$ cat src/rtl/ula_pkg.sv
// Shared definitions for the sequential arithmetic unit: op codes and FSM state encoding.
package ula_pkg;

  localparam logic [1:0] OP_ADD = 2'b00;
  localparam logic [1:0] OP_SUB = 2'b01;
  localparam logic [1:0] OP_MUL = 2'b10;
  localparam logic [1:0] OP_DIV = 2'b11;

  typedef enum logic {
    ST_IDLE = 1'b0,
    ST_DIV  = 1'b1
  } state_e;

endpackage

$ cat src/rtl/ula_div_iter.sv
// Iterative restoring divider: one quotient bit per cycle, MSB first, WIDTH steps after start.
// done flags the final step; quotient is the value that lands in the register on that step.
module ula_div_iter
  import ula_pkg::*;
#(
  parameter int WIDTH = 8
) (
  input  logic             clk,
  input  logic             rst_n,
  input  logic             start,
  input  logic [WIDTH-1:0] dividend,
  input  logic [WIDTH-1:0] divisor,
  output logic             done,
  output logic [WIDTH-1:0] quotient
);

  localparam int CNT_W = $clog2(WIDTH + 1);

  logic [WIDTH-1:0] rem_q, rem_d;
  logic [WIDTH-1:0] quo_q, quo_d;
  logic [WIDTH-1:0] dvs_q, dvs_d;
  logic [CNT_W-1:0] cnt_q, cnt_d;
  logic [WIDTH:0]   trial;
  logic [WIDTH:0]   diff;

  always_comb begin
    rem_d = rem_q;
    quo_d = quo_q;
    dvs_d = dvs_q;
    cnt_d = cnt_q;
    // Shift the next dividend bit into the partial remainder; a borrow means "restore".
    trial = {rem_q, quo_q[WIDTH-1]};
    diff  = trial - {1'b0, dvs_q};
    if (start) begin
      rem_d = '0;
      quo_d = dividend;
      dvs_d = divisor;
      cnt_d = CNT_W'(WIDTH);
    end else if (cnt_q != '0) begin
      if (!diff[WIDTH]) begin
        rem_d = diff[WIDTH-1:0];
        quo_d = {quo_q[WIDTH-2:0], 1'b1};
      end else begin
        rem_d = trial[WIDTH-1:0];
        quo_d = {quo_q[WIDTH-2:0], 1'b0};
      end
      cnt_d = cnt_q - CNT_W'(1);
    end
  end

  always_ff @(posedge clk or negedge rst_n) begin
    if (!rst_n) begin
      rem_q <= '0;
      quo_q <= '0;
      dvs_q <= '0;
      cnt_q <= '0;
    end else begin
      rem_q <= rem_d;
      quo_q <= quo_d;
      dvs_q <= dvs_d;
      cnt_q <= cnt_d;
    end
  end

  assign done     = (cnt_q == CNT_W'(1));
  assign quotient = quo_d;

endmodule

$ cat src/rtl/ula_seq.sv
// Sequential arithmetic unit: 1-cycle add/sub/mul, iterative divide, registered result with backpressure.
// Optional macro ULA_SAT_EN clamps overflowing add/mul to all ones and sub to zero.
module ula_seq
  import ula_pkg::*;
#(
  parameter int WIDTH = 8
) (
  input  logic             clk,
  input  logic             rst_n,
  input  logic             in_valid,
  output logic             in_ready,
  input  logic [WIDTH-1:0] a,
  input  logic [WIDTH-1:0] b,
  input  logic [1:0]       op,
  output logic             out_valid,
  input  logic             out_ready,
  output logic [WIDTH-1:0] result,
  output logic             overflow,
  output logic             div_zero
);

  state_e           state_q, state_d;
  logic             out_valid_q, out_valid_d;
  logic [WIDTH-1:0] result_q, result_d;
  logic             ovf_q, ovf_d;
  logic             dz_q, dz_d;

  logic             accept;
  logic             start_div;
  logic             div_done;
  logic [WIDTH-1:0] quotient;

  logic [WIDTH:0]     sum;
  logic [WIDTH:0]     dif;
  logic [2*WIDTH-1:0] prod;
  logic [WIDTH-1:0]   alu_res;
  logic               alu_ovf;
  logic               alu_dz;

  // rst_n gates in_ready so nothing is offered as accepted while reset is held.
  assign in_ready  = rst_n && (state_q == ST_IDLE) && (!out_valid_q || out_ready);
  assign accept    = in_valid && in_ready;
  assign start_div = accept && (op == OP_DIV) && (b != '0);

  ula_div_iter #(.WIDTH(WIDTH)) u_div (
    .clk      (clk),
    .rst_n    (rst_n),
    .start    (start_div),
    .dividend (a),
    .divisor  (b),
    .done     (div_done),
    .quotient (quotient)
  );

  always_comb begin
    sum     = {1'b0, a} + {1'b0, b};
    dif     = {1'b0, a} - {1'b0, b};
    prod    = {{WIDTH{1'b0}}, a} * {{WIDTH{1'b0}}, b};
    alu_res = '0;
    alu_ovf = 1'b0;
    alu_dz  = 1'b0;
    case (op)
      OP_ADD: begin
        alu_res = sum[WIDTH-1:0];
        alu_ovf = sum[WIDTH];
      end
      OP_SUB: begin
        alu_res = dif[WIDTH-1:0];
        alu_ovf = dif[WIDTH];
      end
      OP_MUL: begin
        alu_res = prod[WIDTH-1:0];
        alu_ovf = |prod[2*WIDTH-1:WIDTH];
      end
      default: begin
        // Only reached for divide-by-zero; a real divide takes the quotient path.
        alu_res = '1;
        alu_dz  = 1'b1;
      end
    endcase
`ifdef ULA_SAT_EN
    if (alu_ovf) begin
      alu_res = (op == OP_SUB) ? '0 : '1;
    end
`endif
  end

  always_comb begin
    state_d     = state_q;
    out_valid_d = out_valid_q && !out_ready;
    result_d    = result_q;
    ovf_d       = ovf_q;
    dz_d        = dz_q;
    case (state_q)
      ST_IDLE: begin
        if (start_div) begin
          state_d = ST_DIV;
        end else if (accept) begin
          out_valid_d = 1'b1;
          result_d    = alu_res;
          ovf_d       = alu_ovf;
          dz_d        = alu_dz;
        end
      end
      ST_DIV: begin
        // The output slot was freed when the divide was accepted, so it can load directly.
        if (div_done) begin
          state_d     = ST_IDLE;
          out_valid_d = 1'b1;
          result_d    = quotient;
          ovf_d       = 1'b0;
          dz_d        = 1'b0;
        end
      end
      default: state_d = ST_IDLE;
    endcase
  end

  always_ff @(posedge clk or negedge rst_n) begin
    if (!rst_n) begin
      state_q     <= ST_IDLE;
      out_valid_q <= 1'b0;
      result_q    <= '0;
      ovf_q       <= 1'b0;
      dz_q        <= 1'b0;
    end else begin
      state_q     <= state_d;
      out_valid_q <= out_valid_d;
      result_q    <= result_d;
      ovf_q       <= ovf_d;
      dz_q        <= dz_d;
    end
  end

  assign out_valid = out_valid_q;
  assign result    = result_q;
  assign overflow  = ovf_q;
  assign div_zero  = dz_q;

endmodule

$ cat config.mk
export PLATFORM = sky130hd
export DESIGN_NAME = ula_seq
export DESIGN_NICKNAME = d
export VERILOG_FILES = /design/src/rtl/ula_pkg.sv /design/src/rtl/ula_div_iter.sv /design/src/rtl/ula_seq.sv
export SDC_FILE = /design/constraint.sdc
export NUM_CORES = 1
export LEC_CHECK = 0
export BUFFER_PORTS_ARGS = -buffer_cell sky130_fd_sc_hd__buf_2
export CORE_UTILIZATION = 65
export CTS_CLUSTER_DIAMETER = 120
export DETAILED_ROUTE_END_ITERATION = 10
export HOLD_SLACK_MARGIN = 0.12
export PLACE_DENSITY_LB_ADDON = 0.05
export SLEW_MARGIN = 20
export SYNTH_ARGS = -nofsm -noshare
export SYNTH_HDL_FRONTEND = slang
export SYNTH_HIERARCHICAL = 1
export SYNTH_SLANG_ARGS = --single-unit
$ cat constraint.sdc
create_clock -name clk -period 7.45 [get_ports clk]
set_input_delay 0.745 -clock clk [delete_from_list [all_inputs] [get_ports clk]]
set_output_delay 0.745 -clock clk [all_outputs]
set_load 0.1 [all_outputs]
==> impl_results.html <==
<table>
<tr><th>Metric</th><th>Value</th></tr>
<tr><th colspan="2">Status</th></tr>
<tr><td>Outcome</td><td>finished, final reports clean</td></tr>
<tr><th colspan="2">Floorplan</th></tr>
<tr><td>Top-level I/O count</td><td>34</td></tr>
<tr><td>Initial standard-cell utilization of the core</td><td>between 60% and 70%</td></tr>
<tr><td>Die footprint</td><td>8360 µm²</td></tr>
<tr><td>Floorplan die width</td><td>91.4 µm</td></tr>
<tr><td>Number of core rows</td><td>32</td></tr>
<tr><td>Area inside the core boundary</td><td>7730 µm²</td></tr>
<tr><td>Height of the chip</td><td>a little over 90 µm</td></tr>
<tr><th colspan="2">Min path</th></tr>
<tr><td>Worst min-delay path class</td><td>flop to flop</td></tr>
<tr><td>Hold Path Origin</td><td>result[4]</td></tr>
<tr><th colspan="2">Routing</th></tr>
<tr><td>Wire length reported by the detailed router</td><td>between 10 and 15 mm</td></tr>
<tr><td>DR WL/cell</td><td>16.6 µm</td></tr>
<tr><td>Via count of the routed design</td><td>4386</td></tr>
<tr><td>Via count normalized by instance count</td><td>5.92</td></tr>
<tr><td>Detailed Route Iter0 Violations</td><td>about 170</td></tr>
<tr><td>Final antenna-violating net count</td><td>0</td></tr>
<tr><td>Remaining design rule violation count</td><td>0</td></tr>
<tr><td>Router iterations before antenna repair</td><td>4</td></tr>
<tr><th colspan="2">Synth</th></tr>
<tr><td>Cell accounting for the most synthesized area</td><td>sky130_fd_sc_hd__dfrtp_1</td></tr>
<tr><td>Compound-cell area share of the yosys netlist</td><td>roughly 18%</td></tr>
<tr><td>Most frequently used flop master after synthesis</td><td>sky130_fd_sc_hd__dfrtp_1</td></tr>
<tr><td>Adder and majority gate portion of the synthesized area</td><td>a little under a third</td></tr>
<tr><td>Main combinational cell family by area after synthesis</td><td>adder cells</td></tr>
<tr><td>Synth Area per Inst</td><td>about 8.4 µm²</td></tr>
<tr><td>Count of synthesis-stage warnings from yosys</td><td>6</td></tr>
<tr><td>Async set-or-reset flop fraction in the synthesized netlist</td><td>100%</td></tr>
<tr><td>Ranking of synthesized cells by instance count</td><td>sky130_fd_sc_hd__inv_1, sky130_fd_sc_hd__nand2_1, sky130_fd_sc_hd__ha_1, sky130_fd_sc_hd__nor2_1, sky130_fd_sc_hd__dfrtp_1</td></tr>
<tr><td>Synthesized instance count</td><td>619</td></tr>
<tr><td>Most frequent cell after synthesis</td><td>sky130_fd_sc_hd__inv_1</td></tr>
<tr><td>Total nets after synthesis</td><td>743</td></tr>
<tr><td>Fraction of the yosys area taken by sequential cells</td><td>between 15 and 20%</td></tr>
<tr><td>Area share of and/or/nand/nor cells after synthesis</td><td>a little under a fifth</td></tr>
<tr><td>Number of distinct library cell variants in the gate-level netlist after synthesis</td><td>62</td></tr>
<tr><td>Share of cell area taken by muxes after synthesis</td><td>3.37%</td></tr>
<tr><td>Synth Area in XOR/XNOR</td><td>2.69%</td></tr>
<tr><td>EDFF count, synth</td><td>0</td></tr>
<tr><td>Synthesis-stage register bit count</td><td>40</td></tr>
<tr><td>Mapped Area</td><td>between 5000 and 6000 µm²</td></tr>
<tr><td>Area fraction of the dominant cell type after synthesis</td><td>19.2%</td></tr>
<tr><td>Dominant cells by area after synthesis</td><td>sky130_fd_sc_hd__dfrtp_1, sky130_fd_sc_hd__ha_1, sky130_fd_sc_hd__fa_1, sky130_fd_sc_hd__inv_1, sky130_fd_sc_hd__nand2_1</td></tr>
<tr><th colspan="2">CTS</th></tr>
<tr><td>Number of buffers inserted for hold repair after clock tree synthesis</td><td>0</td></tr>
<tr><td>CTS-repair resized insts</td><td>0</td></tr>
<tr><td>Root Buffer</td><td>sky130_fd_sc_hd__clkbuf_8</td></tr>
<tr><td>CTS Buffer Depth</td><td>2</td></tr>
<tr><td>TritonCTS clock tree</td><td>built</td></tr>
<tr><td>Clock buffer count from CTS</td><td>5</td></tr>
<tr><td>CTS H-tree depth</td><td>2</td></tr>
<tr><td>Total setup buffers inserted after CTS</td><td>0</td></tr>
<tr><td># clock sinks</td><td>40</td></tr>
<tr><td>Clock network latency to the later pin of the worst-skew pair</td><td>0.30 ns</td></tr>
<tr><td>Clock transition at the registers of the reported paths</td><td>about 0.080 ns</td></tr>
<tr><th colspan="2">STA</th></tr>
<tr><td>Worst Max-Slew Pin Slew</td><td>0.914 ns</td></tr>
<tr><td>Max Fclk</td><td>208 MHz</td></tr>
<tr><td>Worst Skew</td><td>0.00753 ns</td></tr>
<tr><td>Unrepaired setup endpoints after global routing</td><td>no</td></tr>
<tr><td>Period minus WS final</td><td>4.82 ns</td></tr>
<tr><td>Crit path setup slack, layout</td><td>roughly 2.6 ns</td></tr>
<tr><td>Final slew viol count</td><td>0</td></tr>
<tr><td>Setup TNS</td><td>0 ns</td></tr>
<tr><td>Count of endpoints failing setup in the final report</td><td>0</td></tr>
<tr><td>Max-slew headroom</td><td>39.1%</td></tr>
<tr><td>Hold violation total from the final report</td><td>0</td></tr>
<tr><td>Final period utilization</td><td>64.7%</td></tr>
<tr><th colspan="2">Critical path</th></tr>
<tr><td>Crit Path Class</td><td>input port to flop</td></tr>
<tr><td>Arrival @ worst endpoint</td><td>4.99 ns</td></tr>
<tr><td>Critical Path Start Type</td><td>input port</td></tr>
<tr><td>FF-to-FF Start</td><td>u_div/quo_q[7]</td></tr>
<tr><td>Critical path endpoint category</td><td>flop</td></tr>
<tr><td>CP Data Required Time</td><td>between 7 and 8 ns</td></tr>
<tr><td>Setup crit start</td><td>a[1]</td></tr>
<tr><td>Highest fanout seen on the critical path</td><td>12</td></tr>
<tr><th colspan="2">Power</th></tr>
<tr><td>Overall power</td><td>2210 µW</td></tr>
<tr><td>Peak ir drop on the vdd network</td><td>about 250 µV</td></tr>
<tr><td>Power density of the placed cells</td><td>between 400 and 500 nW/µm²</td></tr>
<tr><td>Static leakage</td><td>roughly 0.0028 µW</td></tr>
<tr><th colspan="2">Run</th></tr>
<tr><td>Count of maximum capacitance violations</td><td>0</td></tr>
<tr><th colspan="2">Global route</th></tr>
<tr><td>Number of antenna violations at the first check in global routing</td><td>0</td></tr>
<tr><td>Total global-route track usage</td><td>31.2%</td></tr>
<tr><td>Remaining global-route overflow</td><td>0</td></tr>
<tr><td>Number of global-route vias before repair</td><td>4381</td></tr>
<tr><td>Pin count of the biggest net entering global routing</td><td>46</td></tr>
<tr><td>First-pass GRT wire length</td><td>20.6 mm</td></tr>
<tr><th colspan="2">Final layout</th></tr>
<tr><td>Ant. Diodes</td><td>0</td></tr>
<tr><td>Fraction of layout instances using a drive strength above 1</td><td>9.23%</td></tr>
<tr><td>Layout overhead on the synthesized area</td><td>5.97%</td></tr>
<tr><td>Number of fill cells</td><td>657</td></tr>
<tr><td>Number of nets in the final layout</td><td>762</td></tr>
<tr><th colspan="2">Placement</th></tr>
<tr><td>Last weighted congestion value of the routability-driven placer</td><td>0.891</td></tr>
<tr><td>Hpwl dp</td><td>between 9 and 10 mm</td></tr>
<tr><td>Quantity of I/O buffers inserted on ports</td><td>33</td></tr>
<tr><td>Pre-CTS WS</td><td>2.32 ns</td></tr>
</table>
[per-stage QoR]
| step | util, % | hold WS (ns) | instances | instance area, µm² |
|---|---|---|---|---|
| after floorplan | - | 0.449 | 619 | 5200 |
| after global placement | 69.9 | 0.469 | 733 | 5400 |
| final | 71.3 | 0.491 | 741 | 5510 |
| after global routing | 71.3 | 0.506 | 741 | 5510 |
| after CTS | 71.3 | 0.495 | 741 | 5510 |
| after detailed placement | 69.9 | 0.476 | 733 | 5400 |
[state kept, by name, summed over array words and instances, names as in the netlist]
signal / cells
state_q: 1
result: 8
u_div/cnt_q: 4
out_valid: 1
u_div/dvs_q: 8
u_div/quo_q: 8
u_div/rem_q: 8
div_zero: 1
overflow: 1
[power by group]
| part | switching, µW | internal, µW | total, µW |
|---|---|---|---|
| registers | 80.7 | 334 | 415 |
| logic | 1020 | 593 | 1610 |
| clock network | 81.9 | 99.2 | 181 |
[layout by cell type, fill, tap and decap left out, types with 6 or more instances in the layout]
| cell type | instances |
|---|---|
| sky130_fd_sc_hd__nor3_1 | 6 |
| sky130_fd_sc_hd__fa_1 | 39 |
| sky130_fd_sc_hd__o21ai_1 | 6 |
| sky130_fd_sc_hd__nand3_1 | 11 |
| sky130_fd_sc_hd__o21ai_0 | 29 |
| sky130_fd_sc_hd__a211oi_1 | 7 |
| sky130_fd_sc_hd__o22ai_1 | 6 |
| sky130_fd_sc_hd__buf_2 | 33 |
| sky130_fd_sc_hd__xnor2_1 | 10 |
| sky130_fd_sc_hd__inv_1 | 85 |
| sky130_fd_sc_hd__nor2_1 | 50 |
| sky130_fd_sc_hd__and2_1 | 34 |
| sky130_fd_sc_hd__mux2i_1 | 13 |
| sky130_fd_sc_hd__xor2_1 | 6 |
| sky130_fd_sc_hd__a21oi_1 | 25 |
| sky130_fd_sc_hd__dfrtp_1 | 40 |
| sky130_fd_sc_hd__a21o_1 | 8 |
| sky130_fd_sc_hd__nand2_1 | 74 |
| sky130_fd_sc_hd__nand2b_1 | 9 |
| sky130_fd_sc_hd__ha_1 | 63 |
| sky130_fd_sc_hd__a31oi_1 | 8 |
[layer usage]
layer | track usage (%) | wire length, µm
met5 | 0 | 0
met4 | 13.9 | 493
met3 | 2.85 | 582
met2 | 53.4 | 5980
met1 | 40.1 | 5220
[critical path, cell delays in order]
cell	delay, ns
sky130_fd_sc_hd__buf_2	0.27
sky130_fd_sc_hd__nand2_1	0.12
sky130_fd_sc_hd__fa_1	0.49
sky130_fd_sc_hd__fa_1	0.55
sky130_fd_sc_hd__inv_1	0.06
sky130_fd_sc_hd__fa_1	0.53
sky130_fd_sc_hd__inv_1	0.05
sky130_fd_sc_hd__fa_1	0.54
sky130_fd_sc_hd__inv_1	0.04
sky130_fd_sc_hd__ha_1	0.34
sky130_fd_sc_hd__nand2_1	0.11
sky130_fd_sc_hd__nor3_2	0.26
sky130_fd_sc_hd__o2111ai_1	0.16
sky130_fd_sc_hd__mux2_2	0.24
sky130_fd_sc_hd__nand3_1	0.09
sky130_fd_sc_hd__a2111oi_2	0.29
sky130_fd_sc_hd__o21ai_1	0.09
[cell families after synthesis]
group / count (synthesis)
adders and majority gates: 102
AOI/OAI and AO/OA: 131
buffers and inverters: 108
DFF: 40
and+or+nand+nor: 205
muxes: 17
xor gates and xnor gates: 16
[path summary, 6_finish.rpt]
| check | to | slack [ns] | cells past startpoint |
|---|---|---|---|
| setup / recovery | overflow | 2.63 | 17 |
| hold / removal | result[4] | 0.49 | 1 |
| setup reg to reg | result[0] | 4.69 | 11 |
| hold reg to reg | result[4] | 0.49 | 1 |
| max in group asynchronous | u_div/dvs_q[5] | 6.30 | 1 |
| min in group asynchronous | div_zero | 0.58 | 1 |
[layout make-up]
class / instances / area, µm² / share of cell area, %
Sequential cell: 40 / 1000 / 18.2
Timing Repair Buffer: 34 / 173 / 3.13
Tap cell: 102 / 128 / 2.32
Inverter: 86 / 323 / 5.86
Multi-Input combinational cell: 471 / 3770 / 68.5
Clock buffer: 5 / 68.8 / 1.25
Clock inverter: 3 / 42.5 / 0.772
Power figures use the tool's default switching activity.
